### src/rtl/register_restore_if.sv
// Bundle between the restore engine, the hazard/snapshot side and the register file
// write port. Everything except clock and reset travels through here.
interface register_restore_if #(
   parameter int DATA_WIDTH = 32,
   parameter int NUM_REGS   = 32
);
   localparam int AW = $clog2(NUM_REGS);

   // Protocol: snapshot_taken and rollback are single-cycle pulses sampled on the
   // rising edge; wb_we qualifies wb_addr in the same cycle. snap_regs must be held
   // stable while busy. On the write side, rf_we qualifies rf_waddr/rf_wdata each
   // cycle with no back-pressure, busy stalls the producer, and done pulses once
   // per accepted rollback.
   logic [NUM_REGS-1:0][DATA_WIDTH-1:0] snap_regs;
   logic                                snap_valid;
   logic                                snapshot_taken;
   logic                                wb_we;
   logic [AW-1:0]                       wb_addr;
   logic                                rollback;
   logic                                rf_we;
   logic [AW-1:0]                       rf_waddr;
   logic [DATA_WIDTH-1:0]               rf_wdata;
   logic                                busy;
   logic                                done;

   modport slave (
      input  snap_regs, snap_valid, snapshot_taken, wb_we, wb_addr, rollback,
      output rf_we, rf_waddr, rf_wdata, busy, done
   );

   modport master (
      output snap_regs, snap_valid, snapshot_taken, wb_we, wb_addr, rollback,
      input  rf_we, rf_waddr, rf_wdata, busy, done
   );
endinterface

### src/rtl/register_restore.sv
// Speculation rollback engine: tracks registers written since the last snapshot and,
// on a mispredict, writes their snapshot values back one per cycle, lowest index first.
module register_restore #(
   parameter int DATA_WIDTH = 32,
   parameter int NUM_REGS   = 32
) (
   input  logic              clk,
   input  logic              rst_n,
   register_restore_if.slave rr,
   output logic [1:0]        o_dbg_state
);
   localparam int AW = $clog2(NUM_REGS);

   typedef enum logic [1:0] {
      S_IDLE    = 2'd0,
      S_RESTORE = 2'd1,
      S_FINISH  = 2'd2
   } state_t;

   state_t                r_state;
   state_t                w_state_nxt;
   logic [NUM_REGS-1:0]   r_dirty;
   logic [NUM_REGS-1:0]   w_dirty_nxt;
   logic [NUM_REGS-1:0]   w_clr_mask;
   logic [NUM_REGS-1:0]   w_scan;
   logic [AW-1:0]         w_low_idx;
   logic                  w_low_any;
   logic                  r_rf_we;
   logic                  w_rf_we_nxt;
   logic [AW-1:0]         r_rf_waddr;
   logic [AW-1:0]         w_rf_waddr_nxt;
   logic [DATA_WIDTH-1:0] r_rf_wdata;
   logic [DATA_WIDTH-1:0] w_rf_wdata_nxt;
   logic                  r_busy;
   logic                  r_done;

   // The register being written this cycle leaves the pending set at the coming edge,
   // so the next write is picked from what remains.
   always_comb begin
      w_clr_mask = '0;
      if (r_state == S_RESTORE) begin
         w_clr_mask[r_rf_waddr] = 1'b1;
      end
   end

   assign w_scan = r_dirty & ~w_clr_mask;

   always_comb begin : lowest_pick
      w_low_idx = '0;
      w_low_any = 1'b0;
      for (int i = NUM_REGS - 1; i >= 0; i--) begin
         if (w_scan[i]) begin
            w_low_idx = AW'(i);
            w_low_any = 1'b1;
         end
      end
   end

   always_comb begin : next_state
      w_state_nxt    = r_state;
      w_dirty_nxt    = r_dirty;
      w_rf_we_nxt    = 1'b0;
      w_rf_waddr_nxt = '0;
      w_rf_wdata_nxt = '0;

      case (r_state)
         S_IDLE: begin
            // A writeback alongside snapshot_taken is newer than the snapshot.
            if (rr.snapshot_taken) begin
               w_dirty_nxt = '0;
            end
            if (rr.wb_we && (rr.wb_addr != '0)) begin
               w_dirty_nxt[rr.wb_addr] = 1'b1;
            end
            if (rr.rollback && rr.snap_valid) begin
               w_state_nxt = w_low_any ? S_RESTORE : S_FINISH;
            end
         end
         S_RESTORE: begin
            w_dirty_nxt = w_scan;
            w_state_nxt = w_low_any ? S_RESTORE : S_FINISH;
         end
         S_FINISH: begin
            w_state_nxt = S_IDLE;
         end
         default: begin
            w_state_nxt = S_IDLE;
         end
      endcase

      if (w_state_nxt == S_RESTORE) begin
         w_rf_we_nxt    = 1'b1;
         w_rf_waddr_nxt = w_low_idx;
         w_rf_wdata_nxt = rr.snap_regs[w_low_idx];
      end
   end

   // Outputs are registered one step ahead of the state they describe, so a reset
   // mid-restore silences the write port on the same edge it aborts the sequence.
   always_ff @(posedge clk or negedge rst_n) begin
      if (!rst_n) begin
         r_state    <= S_IDLE;
         r_dirty    <= '0;
         r_rf_we    <= 1'b0;
         r_rf_waddr <= '0;
         r_rf_wdata <= '0;
         r_busy     <= 1'b0;
         r_done     <= 1'b0;
      end else begin
         r_state    <= w_state_nxt;
         r_dirty    <= w_dirty_nxt;
         r_rf_we    <= w_rf_we_nxt;
         r_rf_waddr <= w_rf_waddr_nxt;
         r_rf_wdata <= w_rf_wdata_nxt;
         r_busy     <= (w_state_nxt != S_IDLE);
         r_done     <= (w_state_nxt == S_FINISH);
      end
   end

   assign rr.rf_we     = r_rf_we;
   assign rr.rf_waddr  = r_rf_waddr;
   assign rr.rf_wdata  = r_rf_wdata;
   assign rr.busy      = r_busy;
   assign rr.done      = r_done;
   assign o_dbg_state  = r_state;

endmodule

### src/flat_wrapper.sv
// flat-port wrapper written by rule: the top's interface ports become plain ports
module register_restore_flat 
#(
   parameter int DATA_WIDTH = 32,
   parameter int NUM_REGS   = 32
)
  (clk, rst_n, o_dbg_state, rr_snap_regs, rr_snap_valid, rr_snapshot_taken, rr_wb_we, rr_wb_addr, rr_rollback, rr_rf_we, rr_rf_waddr, rr_rf_wdata, rr_busy, rr_done);
  register_restore_if #(.DATA_WIDTH(DATA_WIDTH), .NUM_REGS(NUM_REGS)) rr_i ();
  input  logic clk;
  input  logic rst_n;
  output logic [1:0] o_dbg_state;
  input wire logic [$bits(rr_i.snap_regs)-1:0] rr_snap_regs;
  input wire logic [$bits(rr_i.snap_valid)-1:0] rr_snap_valid;
  input wire logic [$bits(rr_i.snapshot_taken)-1:0] rr_snapshot_taken;
  input wire logic [$bits(rr_i.wb_we)-1:0] rr_wb_we;
  input wire logic [$bits(rr_i.wb_addr)-1:0] rr_wb_addr;
  input wire logic [$bits(rr_i.rollback)-1:0] rr_rollback;
  output wire logic [$bits(rr_i.rf_we)-1:0] rr_rf_we;
  output wire logic [$bits(rr_i.rf_waddr)-1:0] rr_rf_waddr;
  output wire logic [$bits(rr_i.rf_wdata)-1:0] rr_rf_wdata;
  output wire logic [$bits(rr_i.busy)-1:0] rr_busy;
  output wire logic [$bits(rr_i.done)-1:0] rr_done;
  assign rr_i.snap_regs = rr_snap_regs;
  assign rr_i.snap_valid = rr_snap_valid;
  assign rr_i.snapshot_taken = rr_snapshot_taken;
  assign rr_i.wb_we = rr_wb_we;
  assign rr_i.wb_addr = rr_wb_addr;
  assign rr_i.rollback = rr_rollback;
  assign rr_rf_we = rr_i.rf_we;
  assign rr_rf_waddr = rr_i.rf_waddr;
  assign rr_rf_wdata = rr_i.rf_wdata;
  assign rr_busy = rr_i.busy;
  assign rr_done = rr_i.done;
  register_restore #(.DATA_WIDTH(DATA_WIDTH), .NUM_REGS(NUM_REGS)) u_core (.clk(clk), .rst_n(rst_n), .rr(rr_i), .o_dbg_state(o_dbg_state));
endmodule
### config.mk
export PLATFORM = sky130hd
export DESIGN_NAME = register_restore_flat
export DESIGN_NICKNAME = d
export VERILOG_FILES = /design/src/rtl/register_restore_if.sv /design/src/rtl/register_restore.sv /design/src/flat_wrapper.sv
export SDC_FILE = /design/constraint.sdc
export NUM_CORES = 1
export LEC_CHECK = 0
export ABC_AREA = 1
export BUFFER_PORTS_ARGS = -buffer_cell sky130_fd_sc_hd__clkbuf_2
export CAP_MARGIN = 20
export CELL_PAD_IN_SITES_DETAIL_PLACEMENT = 2
export CELL_PAD_IN_SITES_GLOBAL_PLACEMENT = 2
export CORE_AREA = 2 2 419 421
export CTS_CLUSTER_DIAMETER = 50
export DETAILED_ROUTE_END_ITERATION = 8
export DIE_AREA = 0 0 421 423
export GPL_TIMING_DRIVEN = 0
export PLACE_DENSITY_LB_ADDON = 0.1
export SLEW_MARGIN = 30
export SYNTH_ARGS = -nofsm -noshare
export SYNTH_HDL_FRONTEND = slang
export SYNTH_SLANG_ARGS = --single-unit
### constraint.sdc
create_clock -name clk -period 4.85 [get_ports clk]
set_input_delay 0.97 -clock clk [delete_from_list [all_inputs] [get_ports clk]]
set_output_delay 0.97 -clock clk [all_outputs]
set_load 0.01 [all_outputs]
==> impl_metrics.py, run 1 <==
metrics = {
    "run": {
        "max_cap_viol_count": 0,
    },
    "floorplanning": {
        "dieArea_um2": 178000,
        "die_w_um": 421,
        "placementRows": 153,
        "start_util_pct": 7.83,
        "num_io_pins": 1077,
        "core-area_um2": 173000,
        "die_h_um": 423,
    },
    "synthesis": {
        "synth-edff-count": 0,
        "synthDistinctLibCells": 28,
        "synth_area_leaders": "nand3_1 (37%), nand2_1 (30%), dfrtp_1 (14%)",
        "netlist_instances": 2712,
        "synth_top_flop_cell": "dfrtp_1",
        "yosysWarnings": 0,
        "postSynth.asyncResetShare_pct": 100,
        "synth_top_area_share_pct": 37.1,
        "netlist_area_um2": 13600,
        "ys_ff_latch": 74,
        "syn_nets": 3747,
        "ys_seq_area_share_pct": 13.6,
        "yosysTopAreaCell": "nand3_1",
        "avgSynthCellArea_um2": 5.00,
    },
    "placement": {
        "numPortBuffers": 1075,
        "hpwl_um": 174000,
        "gp_congestion": 0.851,
        "place_ws_ns": -1.48,
    },
    "setup_path": {
        "path_common_cell": "nand2_1",
        "critPathMaxFanout": 10,
        "worstSetupStartpointType": "flip-flop",
        "max_stage_delay_ns": 0.48,
        "crit_required_ns": 5.17,
        "critPathKind": "reg2reg",
        "end_kind": "flip-flop",
        "crit-reg2reg-launch": "u_core.o_dbg_state[1]",
        "cp_data_arrival_time_ns": 4.77,
        "r2r-end": "u_core.rr.rf_wdata[15]",
        "reg2reg_depth": 41,
        "cp_slowest_cell": "dfrtp_2",
        "r2r_slack_ns": 0.40,
    },
    "grt": {
        "grt_pass1_vias": 26875,
        "overflow": 0,
        "grt_max_degree": 43,
        "grt_use_total_pct": 21.3,
        "grt_pass1_wl_um": 256000,
        "antenna_found_initial": 111,
    },
    "timing": {
        "setup_slack_ns": 0.400,
        "max_freq_ghz": 0.225,
        "slew_headroom_pct": 37.6,
        "worstMarginPinSlew_ns": 0.936,
        "setup_viol": 0,
        "finalCritPeriodShare_pct": 91.7,
        "skew_ns": 0.0225,
        "final_max_slew_viol_count": 0,
        "fin_crit_ns": 4.45,
        "final-hold-violation-count": 0,
    },
    "detailed_routing": {
        "antenna_left": 0,
        "via_count": 24195,
        "drt-total-wl_um": 197000,
        "first_pass_iters": 5,
        "drc": 0,
        "wl_per_cell_um": 31.8,
        "routed_via_density": 3.91,
        "dr.first_iter.drc_count": 1078,
    },
    "clock_tree": {
        "cts_tree": "yes",
        "cts_hold_buf": 0,
        "htreeDepth": 3,
        "clk_pin_slew_worst_paths_ns": 0.08,
        "clockRootBuffer": "clkbuf_16",
        "clk_latency_ns": 0.40,
        "cts.sinks": 74,
        "clockBufferDepth": 2,
        "numCtsBuffers": 9,
    },
    "cells_and_area": {
        "drive_gt1_share_pct": 36.7,
        "fill_cells": 21455,
        "nets": 4855,
        "syn2layout_area_growth_pct": 74.2,
    },
    "run_status": {
        "outcome": "finished, final reports clean",
    },
    "hold_path": {
        "hold_class": "in2async",
    },
}
worst max-delay path, delay by kind of cell (launching register included):
kind            cells  cell delay (ns)
compound gates      1             0.24
buf+inv             2             0.48
flops               1             0.48
simple gates       38             3.18
state kept, by name, indices dropped and copies added, names as in the netlist:
register	count
u_core.r_dirty	32
u_core.rr.busy	1
u_core.rr.rf_wdata	32
u_core.rr.done	1
u_core.rr.rf_waddr	5
u_core.o_dbg_state	2
u_core.rr.rf_we	1
cells in the final DEF, fill, tap and decap left out, types with 4 or more instances in the layout:
master,n
nand2_2,10
inv_1,99
nand2_1,1068
o221ai_1,28
nand3_4,16
diode_2,38
clkbuf_16,9
o21ai_1,8
buf_1,22
buf_12,6
dfrtp_2,6
buf_6,20
buf_2,37
clkbuf_2,1113
nor3_1,11
o21ai_0,45
nand3_2,65
clkinvlp_4,4
buf_4,52
a21oi_1,32
nand3_1,925
nor2_1,50
buf_8,4
clkbuf_4,32
buf_16,5
dfrtp_1,68
o211ai_1,16
clkbuf_1,37
metrics by stage:
stage | instance area, µm² | std cells | hold slack, ns | TNS, ns | utilization (%)
final | 23600 | 6188 | 0.472 | 0 | 13.6
after global routing | 23600 | 6170 | 0.488 | -0.0238 | 13.6
after CTS | 22800 | 6138 | 0.470 | 0 | 13.2
after detailed placement | 22000 | 6117 | 0.510 | -32.40 | 12.7
after global placement | 21900 | 6112 | 0.503 | -59.34 | 12.6
after floorplan | 13600 | 2712 | 0.483 | 0 | -
repair_timing:
action	4_1_cts	5_1_grt
cloned	0	1
setup buffers	6	11
pin swaps	3	7
endpoints found under the setup margin	33	32
resized for setup	154	203
how the worst max path moves through the flow:
stage	start	to	slack, ns	cells after the start
2_1_floorplan	u_core.o_dbg_state[1]	u_core.rr.rf_wdata[3]	1.49	44
3_3_place_gp	u_core.o_dbg_state[0]	u_core.rr.rf_wdata[27]	-2.30	21
3_5_place_dp	u_core.o_dbg_state[0]	u_core.rr.rf_wdata[26]	-1.48	42
4_1_cts	u_core.rr.rf_waddr[0]	u_core.rr.rf_wdata[26]	0.01	45
5_1_grt	u_core.o_dbg_state[0]	u_core.rr.rf_wdata[24]	-0.01	42
6_report	u_core.o_dbg_state[1]	u_core.rr.rf_wdata[15]	0.40	41
synth_stat cells (8+ instances only):
master	number
nand2_1	1077
nand3_1	1005
inv_1	100
buf_2	94
clkbuf_1	91
dfrtp_1	74
nor2_1	52
o21ai_0	47
buf_1	37
a21oi_1	33
o221ai_1	28
o211ai_1	16
nor3_1	13
buf_4	12
o21ai_1	8
cell type report:
| cell class | count | area [µm²] | area share, % |
|---|---|---|---|
| Sequential cell | 74 | 1860 | 7.86 |
| Clock buffer | 9 | 225 | 0.953 |
| Clock inverter | 7 | 60.1 | 0.254 |
| Antenna cell | 38 | 95.1 | 0.402 |
| Tap cell | 2325 | 2910 | 12.3 |
| Multi-Input combinational cell | 2299 | 10900 | 46.1 |
| Inverter | 105 | 415 | 1.76 |
| Timing Repair Buffer | 1097 | 5640 | 23.9 |
| Buffer | 233 | 1540 | 6.50 |
| Timing Repair inverter | 1 | 8.76 | 0.0370 |
cell families (layout without fill, tap and decap cells):
group	after synthesis	count (layout)	synth area share [%]
AO/OA/AOI/OAI	143	143	6.55
other	0	38	0
buffers and inverters	339	1452	10.6
AND/OR/NAND/NOR	2156	2156	69.2
flip-flops	74	74	13.6
metal layers:
metal / global-route usage, % / wire (µm) / vias up
met1: 23.2 / 74300 / 11901
met5: 0 / 548 / -
met2: 42.3 / 109000 / 639
met3: 4.53 / 9370 / 220
li1: - / - / 11351
met4: 3.29 / 3150 / 84
Power of run 1 is not shown: default switching activity piles up to over one toggle a cycle in this logic, so the estimate is an artifact.
==> run 2: changes to the inputs <==
==> constraint.sdc (replaced) <==
create_clock -name clk -period 4.85 [get_ports clk]
set_input_delay 0.485 -clock clk [delete_from_list [all_inputs] [get_ports clk]]
set_output_delay 0.485 -clock clk [all_outputs]
set_load 0.01 [all_outputs]
==> run 2 against run 1 <==
Against the previous run:
- final cell count about the same
- critical path type unchanged
- sequential share of layout area about the same
- first-iteration DRC count up 2.2%
- clock skew about the same
- via count about the same
- cell area about the same
- highest routed layer unchanged
- flip-flop and latch count unchanged
==> impl_metrics.py, run 2 (synthesized netlist as in run 1, its figures left out) <==
metrics = {
    "clock_tree": {
        "clk_pin_slew_worst_paths_ns": 0.08,
        "clockRootBuffer": "clkbuf_16",
        "clockBufferDepth": 2,
        "numCtsBuffers": 9,
        "clk_latency_ns": 0.40,
        "cts_tree": "yes",
        "htreeDepth": 3,
        "cts.sinks": 74,
    },
    "run_status": {
        "outcome": "finished, final reports clean",
    },
    "grt": {
        "grt_max_degree": 43,
        "use_met3_pct": 4.53,
        "antenna_found_initial": 111,
        "met2_usage_pct": 42.3,
        "grt_pass1_vias": 26878,
        "grt_pass1_wl_um": 256000,
        "busiest_layer": "met2",
        "use_met1_pct": 23.2,
        "grt_use_total_pct": 21.3,
        "overflow": 0,
    },
    "setup_path": {
        "crit_required_ns": 5.17,
        "worstSetupStartpointType": "flip-flop",
        "cp_slowest_cell": "dfrtp_2",
        "end_kind": "flip-flop",
        "r2r_slack_ns": 0.39,
        "critPathMaxFanout": 10,
        "cp_data_arrival_time_ns": 4.78,
        "reg2reg_depth": 42,
        "path_common_cell": "nand2_1",
        "crit-reg2reg-launch": "u_core.o_dbg_state[0]",
        "startpoint": "u_core.o_dbg_state[0]",
        "max_stage_delay_ns": 0.41,
        "r2r-end": "u_core.rr.rf_wdata[15]",
        "worstSetupEndpoint": "u_core.rr.rf_wdata[15]",
        "critPathKind": "reg2reg",
    },
    "detailed_routing": {
        "first_pass_iters": 5,
        "drt-total-wl_um": 197000,
        "routed_via_density": 3.91,
        "wl_per_cell_um": 31.8,
        "dr.first_iter.drc_count": 1102,
        "via_count": 24181,
        "drc": 0,
        "antenna_left": 0,
    },
    "timing": {
        "slew_headroom_pct": 37.2,
        "final_max_slew_viol_count": 0,
        "skew_ns": 0.0226,
        "fin_crit_ns": 4.46,
        "final-hold-violation-count": 0,
        "setup_viol": 0,
        "max_freq_ghz": 0.224,
        "worstMarginPinSlew_ns": 0.942,
        "finalCritPeriodShare_pct": 92.0,
    },
    "cells_and_area": {
        "syn2layout_area_growth_pct": 74.3,
        "nets": 4856,
        "final_cell_mix": "clkbuf_2 (1113), nand2_1 (1068), nand3_1 (925), inv_1 (99), dfrtp_1 (68)",
        "stdcell_count": 6190,
        "mostFrequentLayoutCell": "clkbuf_2",
        "drive_gt1_share_pct": 36.7,
        "finish.instance_area_um2": 23700,
    },
    "placement": {
        "placed_area_um2": 22000,
        "hpwl_um": 174000,
        "numPortBuffers": 1075,
        "dp.cells": 6117,
        "gp_congestion": 0.851,
    },
    "hold_path": {
        "min_from": "u_core.r_dirty[0]",
        "hold_class": "reg2reg",
    },
    "floorplanning": {
        "die_h_um": 423,
        "start_util_pct": 7.83,
        "dieArea_um2": 178000,
        "die_w_um": 421,
        "num_io_pins": 1077,
        "core-area_um2": 173000,
        "placementRows": 153,
    },
    "run": {
        "max_cap_viol_count": 0,
    },
}
==> run 2: layout make-up <==
| type | instances | area, µm² |
|---|---|---|
| clock buffers | 9 | 225 |
| diodes | 39 | 97.6 |
| inverters | 105 | 415 |
| plain buffers | 233 | 1540 |
| clock inverters | 7 | 60.1 |
| flip-flops and latches | 74 | 1860 |
| multi-input cells | 2299 | 10900 |
| repair inverters | 1 | 8.76 |
| repair buffers | 1098 | 5650 |
| well taps | 2325 | 2910 |
| fillers | 21456 | 150000 |
==> run 2: what timing repair did <==
| item | in CTS | in global routing |
|---|---|---|
| endpoints found under the setup margin | 33 | 32 |
| pin swaps | 3 | 7 |
| hold endpoints to repair | 7 | 0 |
| hold buffers | 1 | 0 |
| buffers inserted | 6 | 11 |
| cloned | 0 | 1 |
| gates resized for setup | 154 | 203 |
==> run 2: per-layer routing <==
metal	up-vias	routed length [µm]
met5	-	542
met4	84	3140
met3	219	9320
met2	633	109000
met1	11889	74400
li1	11356	-
==> run 2: worst min-delay path by stage <==
stage / endpoint / slack [ns] / cells after the start
after floorplan: u_core.o_dbg_state[0] / 0.19 / 0
after global placement: u_core.r_dirty[0] / 0.50 / 2
after detailed placement: u_core.rr.rf_wdata[31] / 0.44 / 1
after CTS: u_core.r_dirty[0] / 0.52 / 2
after global routing: u_core.rr.busy / 0.57 / 3
final: u_core.r_dirty[0] / 0.51 / 2
==> run 2: stage by stage <==
step	setup TNS, ns	util (%)	setup WS [ns]	hold slack (ns)
floorplan	0	-	1.49	0.189
global placement	-59.34	12.6	-2.30	0.503
detailed placement	-32.40	12.7	-1.48	0.438
CTS	0	13.2	0.0135	0.522
global route	-0.0238	13.6	-0.00974	0.569
finish	0	13.7	0.387	0.512
==> run 2: worst max-delay path: cells and delay by family (launching register included) <==
kind	cells	cell delay [ns]
AOI/OAI and AO/OA	1	0.24
buffers and inverters	3	0.59
DFF	1	0.41
and+or+nand+nor	38	3.14
Power of run 2 is left out for the same reason.
